===== config.mk =====
export PLATFORM = sky130hd
export DESIGN_NAME = ofdm_symbol_scheduler_flat
export DESIGN_NICKNAME = d
export VERILOG_FILES = /design/src/rtl/ofdm_symbol_scheduler_if.sv /design/src/rtl/ofdm_symbol_scheduler.sv /design/src/flat_wrapper.sv
export SDC_FILE = /design/constraint.sdc
export NUM_CORES = 1
export LEC_CHECK = 0
export CAP_MARGIN = 10
export CORE_AREA = 3 3 603 605
export CTS_CLUSTER_DIAMETER = 50
export DETAILED_ROUTE_END_ITERATION = 10
export DIE_AREA = 0 0 606 608
export GPL_TIMING_DRIVEN = 1
export PLACE_DENSITY = 0.33
export SETUP_SLACK_MARGIN = 0.05
export SLEW_MARGIN = 20
export SYNTH_ARGS = -nofsm -noshare
export SYNTH_HDL_FRONTEND = slang
export SYNTH_SLANG_ARGS = --single-unit
export TNS_END_PERCENT = 50

===== constraint.sdc =====
create_clock -name clk -period 3.2 [get_ports clk]
set_clock_uncertainty 0.2 [all_clocks]
set_input_delay 0.64 -clock clk [delete_from_list [all_inputs] [get_ports clk]]
set_output_delay 0.64 -clock clk [all_outputs]
set_load 0.01 [all_outputs]

===== src/rtl/ofdm_symbol_scheduler_if.sv =====
// Scheduler-side bundle: producer request lanes, serializer handshake and status outputs.
// The master modport belongs to the scheduler and the slave modport to its environment.
interface ofdm_symbol_scheduler_if #(
  parameter int unsigned NUM_REQ = 4,
  parameter int unsigned DATA_W  = 304
);
  localparam int unsigned IdW = (NUM_REQ > 1) ? $clog2(NUM_REQ) : 1;

  logic                      enable;
  logic [NUM_REQ-1:0]        req_valid;
  logic [NUM_REQ*DATA_W-1:0] req_data;
  logic [NUM_REQ-1:0]        req_ready;
  logic                      ser_ready;
  logic                      ser_done;
  logic                      ser_valid;
  logic [DATA_W-1:0]         ser_data;
  logic [NUM_REQ-1:0]        grant;
  logic [IdW-1:0]            grant_id;
  logic                      busy;
  logic [15:0]               sym_count;
  logic                      err;

  modport master (
    input  enable,
    input  req_valid,
    input  req_data,
    input  ser_ready,
    input  ser_done,
    output req_ready,
    output ser_valid,
    output ser_data,
    output grant,
    output grant_id,
    output busy,
    output sym_count,
    output err
  );

  modport slave (
    output enable,
    output req_valid,
    output req_data,
    output ser_ready,
    output ser_done,
    input  req_ready,
    input  ser_valid,
    input  ser_data,
    input  grant,
    input  grant_id,
    input  busy,
    input  sym_count,
    input  err
  );
endinterface


===== src/rtl/ofdm_symbol_scheduler.sv =====
// Round-robin owner selection with burst ownership in front of one shared 304-to-16 serializer.
// Dispatches one symbol at a time and waits for done, guarded by a sticky timeout watchdog.
module ofdm_symbol_scheduler #(
  parameter int unsigned NUM_REQ   = 4,
  parameter int unsigned DATA_W    = 304,
  parameter int unsigned BURST_LEN = 1,
  parameter int unsigned TIMEOUT   = 64
) (
  input logic                     clk,
  input logic                     reset,
  ofdm_symbol_scheduler_if.master bus
);
  localparam int unsigned IdW  = (NUM_REQ > 1) ? $clog2(NUM_REQ) : 1;
  localparam int unsigned TmoW = $clog2(TIMEOUT + 1);

  localparam logic [IdW-1:0]  LastId   = IdW'(NUM_REQ - 1);
  localparam logic [3:0]      BurstMax = 4'(BURST_LEN);
  localparam logic [TmoW-1:0] TmoOne   = TmoW'(1);
  localparam logic [TmoW-1:0] TmoLast  = TmoW'(TIMEOUT - 1);

  typedef enum logic [1:0] {StIdle, StIssue, StWaitDone} state_e;

  state_e                state_q, state_d;
  logic [NUM_REQ-1:0]    grant_q, grant_d;
  logic [NUM_REQ-1:0]    req_ready_q, req_ready_d;
  logic [IdW-1:0]        grant_id_q, grant_id_d;
  logic [3:0]            burst_cnt_q, burst_cnt_d;
  logic [TmoW-1:0]       tmo_cnt_q, tmo_cnt_d;
  logic                  ser_valid_q, ser_valid_d;
  logic                  busy_q, busy_d;
  logic                  err_q, err_d;
  logic [DATA_W-1:0]     ser_data_q, ser_data_d;
  logic [15:0]           sym_count_q, sym_count_d;

  logic                  keep_owner;
  logic                  rr_found;
  logic [IdW-1:0]        rr_idx;
  logic [IdW-1:0]        scan_idx;
  logic [IdW-1:0]        owner;
  int unsigned           scan_pos;

  // Scan starts just past the last owner and wraps, so the last owner is checked last.
  always_comb begin
    rr_found = 1'b0;
    rr_idx   = grant_id_q;
    scan_pos = 0;
    scan_idx = '0;
    for (int unsigned i = 1; i <= NUM_REQ; i++) begin
      scan_pos = (32'(grant_id_q) + i) % NUM_REQ;
      scan_idx = IdW'(scan_pos);
      if (!rr_found && bus.req_valid[scan_idx]) begin
        rr_found = 1'b1;
        rr_idx   = scan_idx;
      end
    end
  end

  assign keep_owner = bus.req_valid[grant_id_q] && (burst_cnt_q < BurstMax);
  assign owner      = keep_owner ? grant_id_q : rr_idx;

  always_comb begin
    state_d     = state_q;
    grant_d     = grant_q;
    req_ready_d = req_ready_q;
    grant_id_d  = grant_id_q;
    burst_cnt_d = burst_cnt_q;
    tmo_cnt_d   = tmo_cnt_q;
    ser_valid_d = ser_valid_q;
    busy_d      = busy_q;
    err_d       = err_q;
    ser_data_d  = ser_data_q;
    sym_count_d = sym_count_q;

    unique case (state_q)
      StIdle: begin
        if (bus.enable && bus.ser_ready && (|bus.req_valid)) begin
          grant_id_d         = owner;
          burst_cnt_d        = keep_owner ? (burst_cnt_q + 4'd1) : 4'd1;
          grant_d            = '0;
          grant_d[owner]     = 1'b1;
          req_ready_d        = '0;
          req_ready_d[owner] = 1'b1;
          ser_valid_d        = 1'b1;
          ser_data_d         = bus.req_data[32'(owner) * DATA_W +: DATA_W];
          sym_count_d        = sym_count_q + 16'd1;
          busy_d             = 1'b1;
          state_d            = StIssue;
        end
      end

      StIssue: begin
        ser_valid_d = 1'b0;
        req_ready_d = '0;
        tmo_cnt_d   = '0;
        state_d     = StWaitDone;
      end

      StWaitDone: begin
        tmo_cnt_d = tmo_cnt_q + TmoOne;
        // done takes priority over a coincident timeout and leaves err untouched
        if (bus.ser_done) begin
          grant_d = '0;
          busy_d  = 1'b0;
          state_d = StIdle;
        end else if (tmo_cnt_q == TmoLast) begin
          err_d   = 1'b1;
          grant_d = '0;
          busy_d  = 1'b0;
          state_d = StIdle;
        end
      end

      default: begin
        state_d = StIdle;
      end
    endcase
  end

  always_ff @(posedge clk or negedge reset) begin
    if (!reset) begin
      state_q     <= StIdle;
      grant_q     <= '0;
      req_ready_q <= '0;
      grant_id_q  <= LastId;
      burst_cnt_q <= BurstMax;
      tmo_cnt_q   <= '0;
      ser_valid_q <= 1'b0;
      busy_q      <= 1'b0;
      err_q       <= 1'b0;
      ser_data_q  <= '0;
      sym_count_q <= '0;
    end else begin
      state_q     <= state_d;
      grant_q     <= grant_d;
      req_ready_q <= req_ready_d;
      grant_id_q  <= grant_id_d;
      burst_cnt_q <= burst_cnt_d;
      tmo_cnt_q   <= tmo_cnt_d;
      ser_valid_q <= ser_valid_d;
      busy_q      <= busy_d;
      err_q       <= err_d;
      ser_data_q  <= ser_data_d;
      sym_count_q <= sym_count_d;
    end
  end

  assign bus.req_ready = req_ready_q;
  assign bus.ser_valid = ser_valid_q;
  assign bus.ser_data  = ser_data_q;
  assign bus.grant     = grant_q;
  assign bus.grant_id  = grant_id_q;
  assign bus.busy      = busy_q;
  assign bus.sym_count = sym_count_q;
  assign bus.err       = err_q;

endmodule


===== src/flat_wrapper.sv =====
// flat-port wrapper written by rule: the top's interface ports become plain ports
module ofdm_symbol_scheduler_flat 
#(
  parameter int unsigned NUM_REQ   = 4,
  parameter int unsigned DATA_W    = 304,
  parameter int unsigned BURST_LEN = 1,
  parameter int unsigned TIMEOUT   = 64
)
  (clk, reset, bus_enable, bus_req_valid, bus_req_data, bus_ser_ready, bus_ser_done, bus_req_ready, bus_ser_valid, bus_ser_data, bus_grant, bus_grant_id, bus_busy, bus_sym_count, bus_err);
  ofdm_symbol_scheduler_if #(.NUM_REQ(NUM_REQ), .DATA_W(DATA_W)) bus_i ();
  input logic clk;
  input logic reset;
  input wire logic [$bits(bus_i.enable)-1:0] bus_enable;
  input wire logic [$bits(bus_i.req_valid)-1:0] bus_req_valid;
  input wire logic [$bits(bus_i.req_data)-1:0] bus_req_data;
  input wire logic [$bits(bus_i.ser_ready)-1:0] bus_ser_ready;
  input wire logic [$bits(bus_i.ser_done)-1:0] bus_ser_done;
  output wire logic [$bits(bus_i.req_ready)-1:0] bus_req_ready;
  output wire logic [$bits(bus_i.ser_valid)-1:0] bus_ser_valid;
  output wire logic [$bits(bus_i.ser_data)-1:0] bus_ser_data;
  output wire logic [$bits(bus_i.grant)-1:0] bus_grant;
  output wire logic [$bits(bus_i.grant_id)-1:0] bus_grant_id;
  output wire logic [$bits(bus_i.busy)-1:0] bus_busy;
  output wire logic [$bits(bus_i.sym_count)-1:0] bus_sym_count;
  output wire logic [$bits(bus_i.err)-1:0] bus_err;
  assign bus_i.enable = bus_enable;
  assign bus_i.req_valid = bus_req_valid;
  assign bus_i.req_data = bus_req_data;
  assign bus_i.ser_ready = bus_ser_ready;
  assign bus_i.ser_done = bus_ser_done;
  assign bus_req_ready = bus_i.req_ready;
  assign bus_ser_valid = bus_i.ser_valid;
  assign bus_ser_data = bus_i.ser_data;
  assign bus_grant = bus_i.grant;
  assign bus_grant_id = bus_i.grant_id;
  assign bus_busy = bus_i.busy;
  assign bus_sym_count = bus_i.sym_count;
  assign bus_err = bus_i.err;
  ofdm_symbol_scheduler #(.NUM_REQ(NUM_REQ), .DATA_W(DATA_W), .BURST_LEN(BURST_LEN), .TIMEOUT(TIMEOUT)) u_core (.clk(clk), .reset(reset), .bus(bus_i));
endmodule

-- Word-level counts from Yosys, hierarchy flattened
Index checks and enable logic that the tools add are counted.
- register bits: 346
- bits of input ports: 1225
- output and inout port bits: 333
- logic and storage cells: 90
- add/subtract/negate cells: 7
- $mul: 1
- $lt $le $gt $ge: 8
- equal/unequal tests: 5
- shifts and indexed selects: 1
- multiplexer cells: 36
- bitwise gates (word level): 1
- reduce and logical (&&, ||, !) cells: 20
- operators by type and width (kind ; count):
    $shiftx A1216 B12 Y304 ; 1
    $lt A2 B3 Y1 const B ; 6
    $add A16 B1 Y16 const B ; 1
    $mux W2 ; 8
    $mux W4 ; 4
    $pmux W4 S2 ; 2
    $pmux W7 S2 ; 1
    $mux W1 ; 12
    $bmux W1 S2 ; 5
    $add A7 B1 Y7 const B ; 1
    $eq A7 B6 Y1 const B ; 1
    $logic_and A1 B1 Y1 ; 7
    $mul A2 B5 Y7 const B ; 1
    $pmux W2 S3 ; 1
    $reduce_and A2 Y1 ; 3
    $reduce_and A3 Y1 ; 2
    $reduce_bool A2 Y1 ; 3
    $add A2 B1 Y2 const B ; 2
    $add A2 B2 Y2 const B ; 2
    $add A4 B1 Y4 const B ; 1
    $lt A4 B1 Y1 const B ; 1
    $pmux W1 S2 ; 2
    $reduce_or A4 Y1 ; 1
    $logic_not A1 Y1 ; 3
    8 further kinds ; 8

-- Longest topological paths before layout
Gate-level depths: netlist (run 1).
- word-level depth: 20
- mapped depth: 10
- mapped depth without buffers: 8

-- Least setup slack after synthesis (run 1)
OpenSTA, ideal clock, no wires.
- kind: register -> register
- start point: register u_core.grant_id_q[0], in the netlist u_core.bus.grant_id[0]
- end point: register u_core.ser_data_q[228], in the netlist u_core.bus.ser_data[228]
- library setup time: 142 ps
- arrival: 2522 ps
- data required time: 2858 ps
- setup slack: 336 ps
- cell stages (with the launch flop): 10
- path buffers: 3
- period minus slack after synthesis: 2864 ps
- path through: dfstp_2 > buf_6 > mux4_2 > nand2_4 > nand4_4 > xnor2_4 > buf_12 > buf_12 > mux2i_1 > o221ai_1
- longest elaborated chain between the ends: 16
- elaborated cells between the ends (all ways): 31
- those cells by class: 4 x add/sub; 1 x mul; 1 x shift; 18 x mux; 7 x reduce/logical
- RTL lines (element ; RTL line ; RTL):
    from (decl) ; ofdm_symbol_scheduler.sv:26 ; logic [IdW-1:0] grant_id_q, grant_id_d;
    from (signal assigned) ; ofdm_symbol_scheduler.sv:124 ; grant_id_q <= LastId;
    from (signal assigned) ; ofdm_symbol_scheduler.sv:136 ; grant_id_q <= grant_id_d;
    $add A2 B1 Y2 ; ofdm_symbol_scheduler.sv:49 ; scan_pos = (32'(grant_id_q) + i) % NUM_REQ;
    $bmux W1 S2 ; ofdm_symbol_scheduler.sv:51 ; if (!rr_found && bus.req_valid[scan_idx]) begin
    $mux W1 (not written as such) ; ofdm_symbol_scheduler.sv:51 ;
    $mux W1 ; ofdm_symbol_scheduler.sv:51 ;
    $logic_not A1 Y1 ; ofdm_symbol_scheduler.sv:51 ;
    $logic_and A1 B1 Y1 ; ofdm_symbol_scheduler.sv:51 ;
    $mux W1 ; ofdm_symbol_scheduler.sv:51 ;
    $logic_not A1 Y1 ; ofdm_symbol_scheduler.sv:51 ;
    $logic_and A1 B1 Y1 ; ofdm_symbol_scheduler.sv:51 ;
    $mux W1 ; ofdm_symbol_scheduler.sv:51 ;
    $logic_not A1 Y1 ; ofdm_symbol_scheduler.sv:51 ;
    $logic_and A1 B1 Y1 ; ofdm_symbol_scheduler.sv:51 ;
    $mux W2 ; ofdm_symbol_scheduler.sv:51 ;
    $mux W2 (*) ; ofdm_symbol_scheduler.sv:59 ; assign owner = keep_owner ? grant_id_q : rr_idx;
    $mul A2 B5 Y7 (*) ; ofdm_symbol_scheduler.sv:84 ; ser_data_d = bus.req_data[32'(owner) * DATA_W +: DATA_W];
    $shiftx A1216 B12 Y304 (*) ; ofdm_symbol_scheduler.sv:84 ;
    to (signal assigned) ; ofdm_symbol_scheduler.sv:142 ; ser_data_q <= ser_data_d;
    to (decl) ; ofdm_symbol_scheduler.sv:32 ; logic [DATA_W-1:0] ser_data_q, ser_data_d;
Every way passes the cells marked *; elsewhere a longest branch is shown, timed or not. The select of a mux whose other input is x is not followed.
A chain may end at the register's enable or synchronous reset.

-- Worst setup path after layout (run 1)
- start point: register u_core.grant_id_q[0], in the netlist u_core.bus.grant_id[0]
- end point: register u_core.ser_data_q[163], in the netlist u_core.bus.ser_data[163]
The elaborated chain is that of the path after synthesis.

==> flow_metrics.env, run 1 <==
export IMPL_drtAntennaViolNets=0
export IMPL_fin_area_mm2=0.0490
export IMPL_chipHeight_um=608
export IMPL_outcome="finished, final reports clean"
export IMPL_final_cell_count_no_fill=8545
export IMPL_dpl_hpwl_um=249000
export IMPL_worst_hold_slack_ns=0.272
export IMPL_crit_fanout=17
export IMPL_avgSynthCellArea_um2=11.2
export IMPL_cts_root_buf="clkbuf_16"
export IMPL_drt_iter0_markers=1449
export IMPL_clock_sinks=346
export IMPL_grt_pass1_wl_um=341000
export IMPL_p_leak_nw=19.2
export IMPL_wl_per_cell_um=33.0
export IMPL_cts_htree_levels=3
export IMPL_worst_pin_slew_ns=0.989
export IMPL_io_pins=1558
export IMPL_rows=220
export IMPL_r2r_end="u_core.bus.ser_data[163]"
export IMPL_synth_edf_count=0
export IMPL_clk_pin_slew_worst_paths_ns=0.05
export IMPL_die_w_um=606
export IMPL_start_util_pct=5.94
export IMPL_grt_pass1_vias=26672
export IMPL_clock_fmax_ghz=0.320
export IMPL_wl_met1_um=96200
export IMPL_final_util_pct=13.7
export IMPL_globalplace_congestion=0.902
export IMPL_cp_arrival_ns=3.56
export IMPL_syn_nets=3129
export IMPL_p_per_area_mw_per_mm2=1030
export IMPL_wl_met3_um=29300
export IMPL_place_ws_ns=-1.32
export IMPL_ys_top_cells_by_area="dfrtp_1 (40%), mux2i_1 (29%), o221ai_1 (13%), nand2_1 (5.8%), buf_12 (5.3%)"
export IMPL_holdCritPathClass="register to register"
export IMPL_synth_top_area_share_pct=40.3
export IMPL_total_power_mw=50.5
export IMPL_grt_ovfl_total=0
export IMPL_r2r_start="u_core.bus.grant_id[0]"
export IMPL_antenna_found_initial=209
export IMPL_crit_end="u_core.bus.ser_data[163]"
export IMPL_numCtsBuffers=93
export IMPL_hold_violations=0
export IMPL_synth_seq_cells=346
export IMPL_ff2ff_setup_slack_ns=0.07
export IMPL_period_share_pct=97.7
export IMPL_grt_max_degree=65
export IMPL_tns_ns=0
export IMPL_drc=0
export IMPL_syn_inst=1897
export IMPL_cp_end_kind="register"
export IMPL_wl_met2_um=150000
export IMPL_placed_area_mm2=0.0435
export IMPL_synth_cell_type_count=47
export IMPL_yosysSeqAreaShare_pct=40.7
export IMPL_area_growth_pct=130
export IMPL_cts_path_max_buffers=4
export IMPL_critPathLaunchType="register"
export IMPL_placedCellCount=8296
export IMPL_finalWirelength_um=282000
export IMPL_setup_ws_ns=0.0720
export IMPL_synth_flop_cell="dfrtp_1"
export IMPL_synth_warnings=0
export IMPL_core_area_mm2=0.359
export IMPL_ir_worst_vdd_uv=419
export IMPL_die_area_mm2=0.368
export IMPL_drt_vias_per_instance=2.98
export IMPL_worstSkewPairLatency_ns=0.81
export IMPL_syn_cell_area_mm2=0.0213
export IMPL_maxSlewHeadroom_pct=34.0
export IMPL_worst_ep_required_time_ns=3.63
export IMPL_routed_top_layer="met5"
export IMPL_critPathLaunch="u_core.bus.grant_id[0]"
export IMPL_grt_use_total_pct=14.6
export IMPL_yosys_top_cells_count="mux2i_1 (608), dfrtp_1 (343), nand2_1 (331), o221ai_1 (304), clkbuf_1 (98)"
export IMPL_critPathKind="register to register"
export IMPL_ys_async_sr_fraction_pct=100
export IMPL_place_port_buffers=1557
export IMPL_cts_tree="done"
export IMPL_synth_top_area_cell="dfrtp_1"
export IMPL_rsz0062_at_grt="true"
export IMPL_firstDrtPassIters=5
export IMPL_synth_most_common_cell="mux2i_1"
export IMPL_max_cap_viol_count=0
export IMPL_r2r_cells=10
export IMPL_finalSetupViolations=0
export IMPL_vias=25431
export IMPL_nets=4899
export IMPL_timing_final_crit_period_ns=3.13
export IMPL_drive_above_1_share_pct=16.7
export IMPL_min_path_cells=1
export IMPL_drv_slew=0
[timing repair]
item                                   CTS  global route
setup endpoints to repair              298           197
hold buffers                             1             0
pin swaps                               12            43
buffers inserted                        19            14
gates resized for setup                142           155
endpoints found under the hold margin   29             0
cloned                                   8            10
[logic make-up (layout without fill, tap and decap cells)]
logic type / count (synthesis) / in the layout / synth area share, %
flip-flops: 346 / 346 / 40.7
XOR/XNOR: 19 / 19 / 0.869
multiplexers: 610 / 610 / 28.7
adder cells (fa/ha/maj): 7 / 7 / 0.411
other: 0 / 35 / 0
AO/OA/AOI/OAI: 348 / 348 / 13.8
AND/OR/NAND/NOR: 381 / 381 / 7.26
buffers and inverters: 186 / 2026 / 8.21
[worst max-delay path: stages, from the launching register on]
cell and delay (ns):
dfstp_2 0.54, mux4_2 0.52, nand2_4 0.10, nand4_4 0.11, xnor2_4 0.17, buf_12 0.15
buf_12 0.20, buf_16 0.21, buf_12 0.17, mux2i_1 0.28, o221ai_1 0.16
[layout by cell type, fill, tap and decap left out, drive strengths merged, types with 2 or more instances in the layout]
cell           instances
clkinv                20
bufinv                12
xor2                   4
ha                     7
a2bb2oi                4
nand2b                 3
a211o                  3
mux2i                608
o221ai               304
nand4                  6
dfrtp                343
and2                   3
clkinvlp               7
a21oi                  8
buf                  299
o21ai                 19
clkbuf               135
nand2                332
a32o                   4
dfstp                  3
nor3b                  2
a31o                   2
inv                   14
nor3                   3
and4                   2
xnor2                 15
nand3                 10
diode                 35
and3                   4
clkdlybuf4s50       1537
nor2                  11
[state kept, by name, indices dropped and copies added (netlist names)]
signal / cells
u_core.bus.sym_count: 16
u_core.bus.ser_valid: 1
u_core.bus.busy: 1
u_core.burst_cnt_q: 4
u_core.bus.grant_id: 2
u_core.bus.req_ready: 4
u_core.bus.err: 1
u_core.bus.grant: 4
u_core.tmo_cnt_q: 7
u_core.bus.ser_data: 304
u_core.state_q: 2
[cell type report]
| type | instances | area, um^2 |
|---|---|---|
| fill | 40482 | 310000 |
| multi-input combinational | 1365 | 12000 |
| clock inverter | 40 | 584 |
| timing repair buffer | 1848 | 19100 |
| sequential | 346 | 8660 |
| inverter | 13 | 48.8 |
| tap | 4773 | 5970 |
| clock buffer | 125 | 2620 |
| antenna | 35 | 87.6 |
[report_power, final]
part,switching [mW],internal (mW)
registers,1.76,6.32
logic,16.4,16.0
clock network,3.37,6.65
total,21.5,29.0
[how the worst min path moves through the flow]
stage | slack, ns | end | from
final | 0.27 | u_core.bus.err | u_core.bus.err
after global routing | 0.23 | u_core.bus.err | bus_ser_done
after CTS | 0.19 | u_core.bus.err | bus_ser_done
after detailed placement | 0.26 | u_core.bus.err | u_core.bus.err
after global placement | 0.26 | u_core.bus.err | u_core.bus.err
after floorplan | 0.14 | u_core.burst_cnt_q[1] | reset
[metal layers]
layer	up-vias	track usage, %
li1	10897	-
met1	12577	14.6
met2	1376	27.6
met3	489	6.56
met4	92	2.89
met5	-	0
Power figures use the tool's default switching activity.
==> inputs of run 2 (changes only) <==
--- a/config.mk
+++ b/config.mk
@@ -12,7 +12,6 @@
 export DIE_AREA = 0 0 606 608
 export GPL_TIMING_DRIVEN = 1
 export PLACE_DENSITY = 0.33
-export SETUP_SLACK_MARGIN = 0.05
 export SLEW_MARGIN = 20
 export SYNTH_ARGS = -nofsm -noshare
 export SYNTH_HDL_FRONTEND = slang
==> run 2 against run 1 <==
Against the previous run: critical endpoint unchanged; cell count is 0.23% lower; cell area is 2.1% lower; worst hold slack hardly changed; flip-flop and latch count stayed put; sequential power hardly changed; combinational power is 7.1% lower; fmax is 0.45% lower; utilization is 0.28 points lower; die area stayed put; global-route usage hardly changed.
==> flow_metrics.env, run 2 (synthesized netlist as in run 1, its figures left out) <==
export IMPL_grt_pass1_wl_um=340000
export IMPL_grt_ovfl_total=0
export IMPL_drtAntennaViolNets=0
export IMPL_crit_fanout=23
export IMPL_place_port_buffers=1557
export IMPL_cp_end_kind="register"
export IMPL_chipHeight_um=608
export IMPL_period_share_pct=98.2
export IMPL_cts_htree_levels=3
export IMPL_worst_hold_slack_ns=0.272
export IMPL_layout_commonest_cell="clkdlybuf4s50_1"
export IMPL_critPathLaunch="u_core.bus.grant_id[0]"
export IMPL_cts_path_max_buffers=4
export IMPL_firstDrtPassIters=5
export IMPL_dpl_hpwl_um=249000
export IMPL_core_area_mm2=0.359
export IMPL_rsz0062_at_grt="true"
export IMPL_tns_ns=0
export IMPL_grt_pass1_vias=26605
export IMPL_area_growth_pct=125
export IMPL_die_w_um=606
export IMPL_max_cap_viol_count=0
export IMPL_drive_above_1_share_pct=14.5
export IMPL_drt_iter0_markers=1482
export IMPL_p_leak_nw=19.0
export IMPL_holdCritPathClass="register to register"
export IMPL_p_per_area_mw_per_mm2=1000
export IMPL_worst_pin_slew_ns=0.988
export IMPL_cts_root_buf="clkbuf_16"
export IMPL_drv_slew=0
export IMPL_placed_area_mm2=0.0435
export IMPL_io_pins=1558
export IMPL_finalWirelength_um=281000
export IMPL_hold_start="u_core.bus.err"
export IMPL_start_util_pct=5.94
export IMPL_timing_final_crit_period_ns=3.14
export IMPL_drc=0
export IMPL_final_util_pct=13.4
export IMPL_vias=25406
export IMPL_grt_max_degree=65
export IMPL_globalplace_congestion=0.902
export IMPL_nets=4871
export IMPL_ir_worst_vdd_uv=426
export IMPL_place_ws_ns=-1.32
export IMPL_outcome="finished, final reports clean"
export IMPL_worstSkewPairLatency_ns=0.81
export IMPL_clock_sinks=346
export IMPL_grt_use_total_pct=14.6
export IMPL_cp_arrival_ns=3.58
export IMPL_maxSlewHeadroom_pct=34.1
export IMPL_setup_ws_ns=0.0580
export IMPL_cts_tree="done"
export IMPL_clock_fmax_ghz=0.318
export IMPL_final_cell_mix="clkdlybuf4s50_1 (1,537), mux2i_1 (531), dfrtp_1 (343)"
export IMPL_drt_vias_per_instance=2.98
export IMPL_critPathKind="register to register"
export IMPL_fin_area_mm2=0.0480
export IMPL_die_area_mm2=0.368
export IMPL_worst_ep_required_time_ns=3.64
export IMPL_clk_pin_slew_worst_paths_ns=0.05
export IMPL_antenna_found_initial=207
export IMPL_wl_per_cell_um=32.9
export IMPL_numCtsBuffers=93
export IMPL_r2r_start="u_core.bus.grant_id[0]"
export IMPL_rows=220
export IMPL_critPathLaunchType="register"
export IMPL_largest_reg_flops=304
export IMPL_finalSetupViolations=0
export IMPL_hold_violations=0
## run 2: layer usage
metal | routed length [um] | up-vias | part of all wire, % | GRT usage [%]
met4 | 6130 | 92 | 2.2 | 2.86
met1 | 96100 | 12610 | 34 | 14.6
met3 | 29200 | 484 | 10 | 6.58
met2 | 149000 | 1366 | 53 | 27.5
li1 | - | 10854 | - | -
met5 | 619 | - | 0.22 | 0
## run 2: per-stage QoR
stage | power [mW] | std cells
floorplan | 22.3 | 1897
global placement | 35.8 | 8296
detailed placement | 35.9 | 8296
CTS | 48.5 | 8477
global route | 50.8 | 8507
finish | 48.2 | 8525
## run 2: critical path, stage by stage (launching register included)
cell      delay (ns)
dfstp_2         0.54
mux4_2          0.52
nand2_4         0.10
nand4_4         0.11
xnor2_4         0.17
buf_12          0.15
buf_12          0.19
buf_16          0.24
buf_12          0.19
mux2i_2         0.28
o221ai_1        0.16
## run 2: worst paths after layout
| path | slack (ns) | endpoint | depth (start not counted) |
|---|---|---|---|
| max | 0.06 | u_core.bus.ser_data[163] | 10 |
| min | 0.27 | u_core.bus.err | 1 |
| max reg2reg | 0.06 | u_core.bus.ser_data[163] | 10 |
| min reg2reg | 0.27 | u_core.bus.err | 1 |
| max in group asynchronous | 1.61 | u_core.bus.ser_data[158] | 3 |
| min in group asynchronous | 0.28 | u_core.bus.ser_data[179] | 2 |
## run 2: what timing repair did
item                                    in CTS  in global routing
gates cloned                                 6                  5
resized for setup                           93                 79
setup buffers                               10                  2
hold buffers                                 1                  0
endpoints found under the setup margin     293                135
pin swaps                                    4                 24
endpoints found under the hold margin       29                  0
## run 2: power by group
group | leakage, nW | switching, mW | internal (mW)
registers | 4.35 | 1.75 | 6.32
logic | 13.1 | 15.7 | 14.3
clock network | 1.56 | 3.36 | 6.65
total | 19.0 | 20.8 | 27.3
## run 2: area by class of cell
class / instances / area, um^2
tap: 4773 / 5970
timing repair buffer: 1820 / 18500
antenna: 43 / 108
multi-input combinational: 1365 / 11500
sequential: 346 / 8660
clock inverter: 40 / 584
fill: 40576 / 311000
inverter: 13 / 48.8
clock buffer: 125 / 2620
